File: src/rtl/a_lockout_timer_if.sv
// Error-processor handshake (gen_stop / error_counter / rst_out) plus the lock
// status driven towards the display and keypad-enable logic.
interface a_lockout_timer_if #(
   parameter int SEC_W = 8
);
   logic             gen_stop;
   logic [2:0]       error_counter;
   logic             rst_out;
   logic             lock_active;
   logic [SEC_W-1:0] remaining_sec;
   logic             perm_lock;

   modport master (
      output gen_stop, error_counter,
      input  rst_out, lock_active, remaining_sec, perm_lock
   );

   modport slave (
      input  gen_stop, error_counter,
      output rst_out, lock_active, remaining_sec, perm_lock
   );
endinterface

File: src/rtl/a_lockout_timer.sv
// Penalty countdown after a lock request; the penalty doubles per failed attempt.
// Optional terminal lockout on the seventh error: define LOCKOUT_PERMANENT_EN.
module a_lockout_timer #(
   parameter int CLK_FREQ = 50_000_000,
   parameter int BASE_SEC = 5,
   parameter int MAX_SEC  = 255,
   parameter int SEC_W    = 8
) (
   input  logic             clk,
   input  logic             rst_in,
   a_lockout_timer_if.slave bus
);
   localparam int               PRE_W    = (CLK_FREQ > 1) ? $clog2(CLK_FREQ) : 1;
   localparam logic [PRE_W-1:0] PRE_LAST = PRE_W'(CLK_FREQ - 1);
   localparam int               PEN_W    = SEC_W + 7;

   typedef enum logic [2:0] {
      IDLE,
      LOAD,
      COUNT,
      RELEASE,
`ifdef LOCKOUT_PERMANENT_EN
      PERM,
`endif
      WAIT_CLR
   } state_e;

   state_e           state;
   logic [PRE_W-1:0] prescaler;
   logic [SEC_W-1:0] rem_q;
   logic             rst_out_q;
   logic             lock_q;
   logic             s1, s2, s3;
   logic             rise;
   logic             tick;
   logic [2:0]       n_sel;
   logic [PEN_W-1:0] pen_wide;
   logic [SEC_W-1:0] penalty;

   // gen_stop is asynchronous to clk: two flops for metastability, a third for edge detect.
   always_ff @(posedge clk) begin
      if (rst_in) begin
         s1 <= 1'b0;
         s2 <= 1'b0;
         s3 <= 1'b0;
      end else begin
         s1 <= bus.gen_stop;
         s2 <= s1;
         s3 <= s2;
      end
   end

   assign rise = s2 & ~s3;
   assign tick = (prescaler == PRE_LAST);

   // The shift is evaluated wide so large attempt counts clamp instead of wrapping.
   always_comb begin
      n_sel    = (bus.error_counter == 3'd0) ? 3'd1 : bus.error_counter;
      pen_wide = PEN_W'(BASE_SEC) << (n_sel - 3'd1);
      penalty  = (pen_wide > PEN_W'(MAX_SEC)) ? SEC_W'(MAX_SEC) : pen_wide[SEC_W-1:0];
   end

`ifdef LOCKOUT_PERMANENT_EN
   logic perm_q;
`endif

   // NOTE: non-blocking assignments throughout; the permanent-lock override in LOAD
   // relies on the later assignment to the same register winning.
   always_ff @(posedge clk) begin
      if (rst_in) begin
         state     <= IDLE;
         prescaler <= '0;
         rem_q     <= '0;
         rst_out_q <= 1'b0;
         lock_q    <= 1'b0;
`ifdef LOCKOUT_PERMANENT_EN
         perm_q    <= 1'b0;
`endif
      end else begin
         rst_out_q <= 1'b0;
         case (state)
            IDLE: begin
               if (rise) begin
                  state  <= LOAD;
                  lock_q <= 1'b1;
               end
            end
            LOAD: begin
               rem_q     <= penalty;
               prescaler <= '0;
               state     <= COUNT;
`ifdef LOCKOUT_PERMANENT_EN
               if (bus.error_counter == 3'd7) begin
                  rem_q  <= '0;
                  perm_q <= 1'b1;
                  state  <= PERM;
               end
`endif
            end
            COUNT: begin
               if (tick) begin
                  prescaler <= '0;
                  if (rem_q > SEC_W'(1)) begin
                     rem_q <= rem_q - 1'b1;
                  end else begin
                     rem_q     <= '0;
                     rst_out_q <= 1'b1;
                     state     <= RELEASE;
                  end
               end else begin
                  prescaler <= prescaler + 1'b1;
               end
            end
            RELEASE: begin
               lock_q <= 1'b0;
               state  <= WAIT_CLR;
            end
            WAIT_CLR: begin
               // Wait for the error processor to drop its request; rises here are ignored.
               if (!s2) state <= IDLE;
            end
`ifdef LOCKOUT_PERMANENT_EN
            PERM: begin
               state <= PERM;
            end
`endif
            default: begin
               state  <= IDLE;
               lock_q <= 1'b0;
            end
         endcase
      end
   end

   assign bus.rst_out       = rst_out_q;
   assign bus.lock_active   = lock_q;
   assign bus.remaining_sec = rem_q;
`ifdef LOCKOUT_PERMANENT_EN
   assign bus.perm_lock     = perm_q;
`else
   assign bus.perm_lock     = 1'b0;
`endif
endmodule

File: src/flat_wrapper.sv
// flat-port wrapper written by rule: the top's interface ports become plain ports
module a_lockout_timer_flat 
#(
   parameter int CLK_FREQ = 50_000_000,
   parameter int BASE_SEC = 5,
   parameter int MAX_SEC  = 255,
   parameter int SEC_W    = 8
)
  (clk, rst_in, bus_gen_stop, bus_error_counter, bus_rst_out, bus_lock_active, bus_remaining_sec, bus_perm_lock);
  a_lockout_timer_if #(.SEC_W(SEC_W)) bus_i ();
  input  logic clk;
  input  logic rst_in;
  input wire logic [$bits(bus_i.gen_stop)-1:0] bus_gen_stop;
  input wire logic [$bits(bus_i.error_counter)-1:0] bus_error_counter;
  output wire logic [$bits(bus_i.rst_out)-1:0] bus_rst_out;
  output wire logic [$bits(bus_i.lock_active)-1:0] bus_lock_active;
  output wire logic [$bits(bus_i.remaining_sec)-1:0] bus_remaining_sec;
  output wire logic [$bits(bus_i.perm_lock)-1:0] bus_perm_lock;
  assign bus_i.gen_stop = bus_gen_stop;
  assign bus_i.error_counter = bus_error_counter;
  assign bus_rst_out = bus_i.rst_out;
  assign bus_lock_active = bus_i.lock_active;
  assign bus_remaining_sec = bus_i.remaining_sec;
  assign bus_perm_lock = bus_i.perm_lock;
  a_lockout_timer #(.CLK_FREQ(CLK_FREQ), .BASE_SEC(BASE_SEC), .MAX_SEC(MAX_SEC), .SEC_W(SEC_W)) u_core (.clk(clk), .rst_in(rst_in), .bus(bus_i));
endmodule
File: config.mk
export PLATFORM = sky130hd
export DESIGN_NAME = a_lockout_timer_flat
export DESIGN_NICKNAME = d
export VERILOG_FILES = /design/src/rtl/a_lockout_timer_if.sv /design/src/rtl/a_lockout_timer.sv /design/src/flat_wrapper.sv
export SDC_FILE = /design/constraint.sdc
export NUM_CORES = 1
export LEC_CHECK = 0
export CORE_MARGIN = 2
export CORE_UTILIZATION = 45
export CTS_CLUSTER_SIZE = 20
export DETAILED_ROUTE_END_ITERATION = 7
export MAX_ROUTING_LAYER = met4
export PLACE_DENSITY = 0.75
export SLEW_MARGIN = 20
export SYNTH_ARGS = -nofsm -noshare
export SYNTH_HDL_FRONTEND = slang
export SYNTH_SLANG_ARGS = --single-unit
File: constraint.sdc
create_clock -name clk -period 2.4 [get_ports clk]
set_input_delay 0.48 -clock clk [delete_from_list [all_inputs] [get_ports clk]]
set_output_delay 0.48 -clock clk [all_outputs]
set_load 0.05 [all_outputs]
==> summary by stage <==
Clocking
TritonCTS built the clock tree. The buffer count from post-CTS setup fixing is 0. The number of H-tree levels is 2. The longest clock path from root to sink contains 2 buffers. The post-CTS resize count is 0. The number of buffers created by CTS is 5. After clock tree synthesis, the clock-pin slew on the worst setup and hold paths is 0.08 ns. The CTS sink count is 42. The worst-skew pair later-pin latency is about 0.30 ns. For this design, the CTS-stage hold fixing added 0 buffers. The root cell of the clock tree is sky130_fd_sc_hd__clkbuf_8.

Power
Across the VDD grid, the largest voltage drop is between 0.3 and 0.4 mV. The internal power of the cells totals between 1 and 1.5 mW. In this run the power density over the cells is 561 mW/mm^2.

In this run the power spent charging and discharging nets is 0.362 mW. The switching share of total power is a little under a quarter. The sequential cell fraction of total power is 45.7%. In this run the static leakage power is 0.969 nW. Of the total power, combinational logic draws 9.8%.

The clock network burns 44.6% of the power.

Global route
The first global-routing pass estimated 10.5 mm of wire. The number of antenna violations at the first check in global routing is 0. The number of global-route vias before repair is 2233. The largest net degree at the start of global routing is 20. Across every metal layer, demand over resource in global routing totals around 22%. The total overflow left after global routing is 0.

Floorplan
The area of the die is 0.00599 mm^2. For this design the top-level I/O count stands at 17. The site row count is 26.

The effective utilization at floorplan is 47.1%. The die span in x is 77.4 um. The placeable core area is approximately 0.0051 mm^2. From bottom edge to top edge, the die measures 77.4 um.

Finish
The library cells used most frequently in the layout, excluding fill and tap cells, are sky130_fd_sc_hd__dfxtp_1, sky130_fd_sc_hd__nor2_1, sky130_fd_sc_hd__nand2_1. Once layout is done, the placed cells without fillers occupy 0.00280 mm^2. The post-synthesis to final-layout area growth is 15.4%. At the end of the flow, the number of nets in the layout was between 300 and 400. The count of filler cells inserted in the layout is 504. The fraction of the core area covered by cells at the end of the flow is 54.4%.

The diode insertion count for antenna repair is 0. The proportion of layout cells with a drive suffix above 1 is 8.05%. The leading cell type in the layout, fill and taps excluded is sky130_fd_sc_hd__dfxtp_1.

Setup path
The reg-to-reg critical path startpoint is u_core.prescaler[0]$_SDFFE_PP0P_. Measured in cells, the most critical reg-to-reg path has a length of 6. The worst register-to-register path ends at u_core.prescaler[22]$_SDFFE_PP0P_. The worst setup path is launched from a register. The arrival time at the worst endpoint is 2.42 ns. The largest fanout on the critical path is 6. The critical path endpoint category is a register.

The required time of the critical path is between 2 and 3 ns. The worst setup path category is reg2reg. For this run, the slowest stage of the critical path takes 0.56 ns. The minimum setup slack among reg-to-reg paths is approximately 0.19 ns. For this design, the slowest cell found on the critical path is sky130_fd_sc_hd__or4_1. The critical path goes through ha_1, nand2_1, or4_1, nor3_1, a21boi_0, a21o_1.

Routing
For this run, design rule violations remaining after detail routing come to 0. The routed via count is 2496. The routed length per instance is about 16 um.

The number of iterations in the first detailed-routing pass is 5. Dividing the detail-routed via count by the number of cells gives between 6 and 7. The total wirelength of the detailed-routed design is 6.26 mm.

The number of DRC violations after detailed-routing iteration 0 is 295. The count of nets left with antenna violations once routing finished came out at 0.

Synthesis
For this run, asynchronously set or reset flops after synthesis account for 0%. Yosys mapped a number of flops with a built-in enable equal to 0. The count of synthesis-stage warnings from yosys is 0. The net count after synthesis is 318. By area the synthesized netlist is led by sky130_fd_sc_hd__dfxtp_1, sky130_fd_sc_hd__a21oi_1, sky130_fd_sc_hd__nor2_1. Synthesis produced a netlist whose cell count is between 300 and 400. The share of Yosys cell area claimed by the top area cell type is 34.7%. The count of distinct cell types in the synthesized netlist is 58. Averaged over all synthesized cells, the footprint is 7.84 um^2. The most used flip-flop cell after synthesis is sky130_fd_sc_hd__dfxtp_1.

The synthesized design contains 42 register bits. The sequential fraction of the synthesis area is 34.7%. Of all cell types, the one taking the most synthesized area is sky130_fd_sc_hd__dfxtp_1. The post-synthesis instance area is 0.00242 mm^2.

STA
Setup repair after global routing left no endpoint under its margin. At the pin with the least slew margin, the transition time is 0.638 ns. The final worst-path cycle share is 92.3%. The number of endpoints with negative hold slack in the final report came to 0. Setup violations remaining at the end of the flow were counted as 0. The worst max-slew margin expressed relative to the limit is 57.1%.

Clock skew on the completed layout was measured at 0.00508 ns. The highest clock rate is 0.452 GHz. The worst-case hold slack is between 0.4 and 0.5 ns. The total negative slack is 0 ns. The final max-slew violation count is 0. Counting I/O delays and the setup requirement, the final critical path takes around 2.2 ns.

Place
The number of buffers inserted by port buffering is 15. In this run the cell area measured after placement is 0.00265 mm^2. The placed wire-length estimate after detailed placement is 4.43 mm.

The congestion estimate from routability-driven global placement came to slightly above 0.9.

Worst hold path
Counting instances, the worst hold path has a depth of 1. The startpoint of the worst hold path is u_core.s1$_SDFF_PP0_. The path class of the tightest hold or removal check is reg2reg.

The destination of the worst hold path is u_core.s2$_SDFF_PP0_.

Run
The number of maximum-capacitance violations is 0.

Outcome
The run finished with clean final reports.
-- metrics by stage --
stage                     instances  power [mW]  setup slack [ns]
after floorplan                 309       0.839             0.335
after global placement          385       0.883             0.263
after detailed placement        385       0.884             0.272
after CTS                       393        1.58             0.215
after global routing            393        1.62            0.0415
final                           393        1.57             0.185
-- metal layers --
metal	wire length [um]	share of wire, %	vias up	track usage [%]
met3	346	5.5	21	4.07
met5	0	0	-	-
li1	-	-	1174	-
met1	2840	45	1190	29.8
met4	159	2.5	0	9.11
met2	2910	46	111	33.1
-- worst max-delay path: cells and delay by family, from the launching register on --
family	cells	cell delay [ns]
compound gates	2	0.36
simple gates	3	1.10
fa+ha+maj	1	0.26
flops	1	0.40
-- logic make-up after synthesis --
group | count (synthesis) | share of synthesized area (%)
and+or+nand+nor | 140 | 31.9
adders and majority gates | 3 | 1.55
AOI/OAI and AO/OA | 84 | 22.6
other | 1 | 0.155
muxes | 3 | 1.24
buffers and inverters | 27 | 4.60
xor gates and xnor gates | 9 | 3.25
DFF | 42 | 34.7
-- cell usage after synthesis (all sizes together), types with 5 or more instances --
| cell | count |
|---|---|
| clkbuf | 12 |
| nor4 | 9 |
| nand3 | 13 |
| nor3 | 9 |
| inv | 8 |
| buf | 7 |
| nand2 | 30 |
| a31oi | 7 |
| or4 | 5 |
| nor2 | 31 |
| o31ai | 5 |
| o21ai | 15 |
| a21oi | 29 |
| xnor2 | 6 |
| and3 | 5 |
| nor3b | 5 |
| dfxtp | 42 |
| nand4 | 8 |
-- final cells by class --
| type | instances | area (um^2) | share of cell area, % |
|---|---|---|---|
| multi-input combinational | 240 | 1470 | 52.6 |
| timing repair buffer | 25 | 225 | 8.05 |
| sequential | 42 | 841 | 30.1 |
| clock buffer | 6 | 82.6 | 2.95 |
| inverter | 8 | 30.0 | 1.07 |
| tap | 70 | 87.6 | 3.13 |
| clock inverter | 2 | 60.1 | 2.15 |
-- sequential cells by signal, summed over array words and instances (netlist names) --
signal / flops
u_core.state: 3
u_core.bus.remaining_sec: 8
u_core.bus.lock_active: 1
u_core.s2: 1
u_core.bus.rst_out: 1
u_core.s1: 1
u_core.prescaler: 26
u_core.s3: 1
-- power groups by stage --
stage	clock network, mW	registers [mW]	logic [mW]
global placement	0	0.733	0.151
CTS	0.708	0.717	0.152
finish	0.699	0.717	0.153
floorplan	0	0.747	0.0914
detailed placement	0	0.733	0.151
global route	0.735	0.719	0.166
-- worst max-delay path by stage --
stage / start / to / slack, ns / depth (start not counted)
2_1_floorplan: u_core.bus.remaining_sec[4]$_SDFFE_PP0P_ / u_core.bus.remaining_sec[6]$_SDFFE_PP0P_ / 0.34 / 5
3_3_place_gp: u_core.prescaler[7]$_SDFFE_PP0P_ / u_core.prescaler[15]$_SDFFE_PP0P_ / 0.26 / 5
3_5_place_dp: u_core.prescaler[0]$_SDFFE_PP0P_ / u_core.prescaler[22]$_SDFFE_PP0P_ / 0.27 / 6
4_1_cts: u_core.prescaler[0]$_SDFFE_PP0P_ / u_core.prescaler[22]$_SDFFE_PP0P_ / 0.22 / 6
5_1_grt: u_core.prescaler[0]$_SDFFE_PP0P_ / u_core.prescaler[22]$_SDFFE_PP0P_ / 0.04 / 6
6_report: u_core.prescaler[0]$_SDFFE_PP0P_ / u_core.prescaler[22]$_SDFFE_PP0P_ / 0.19 / 6
(Power assumes the default switching activity.)
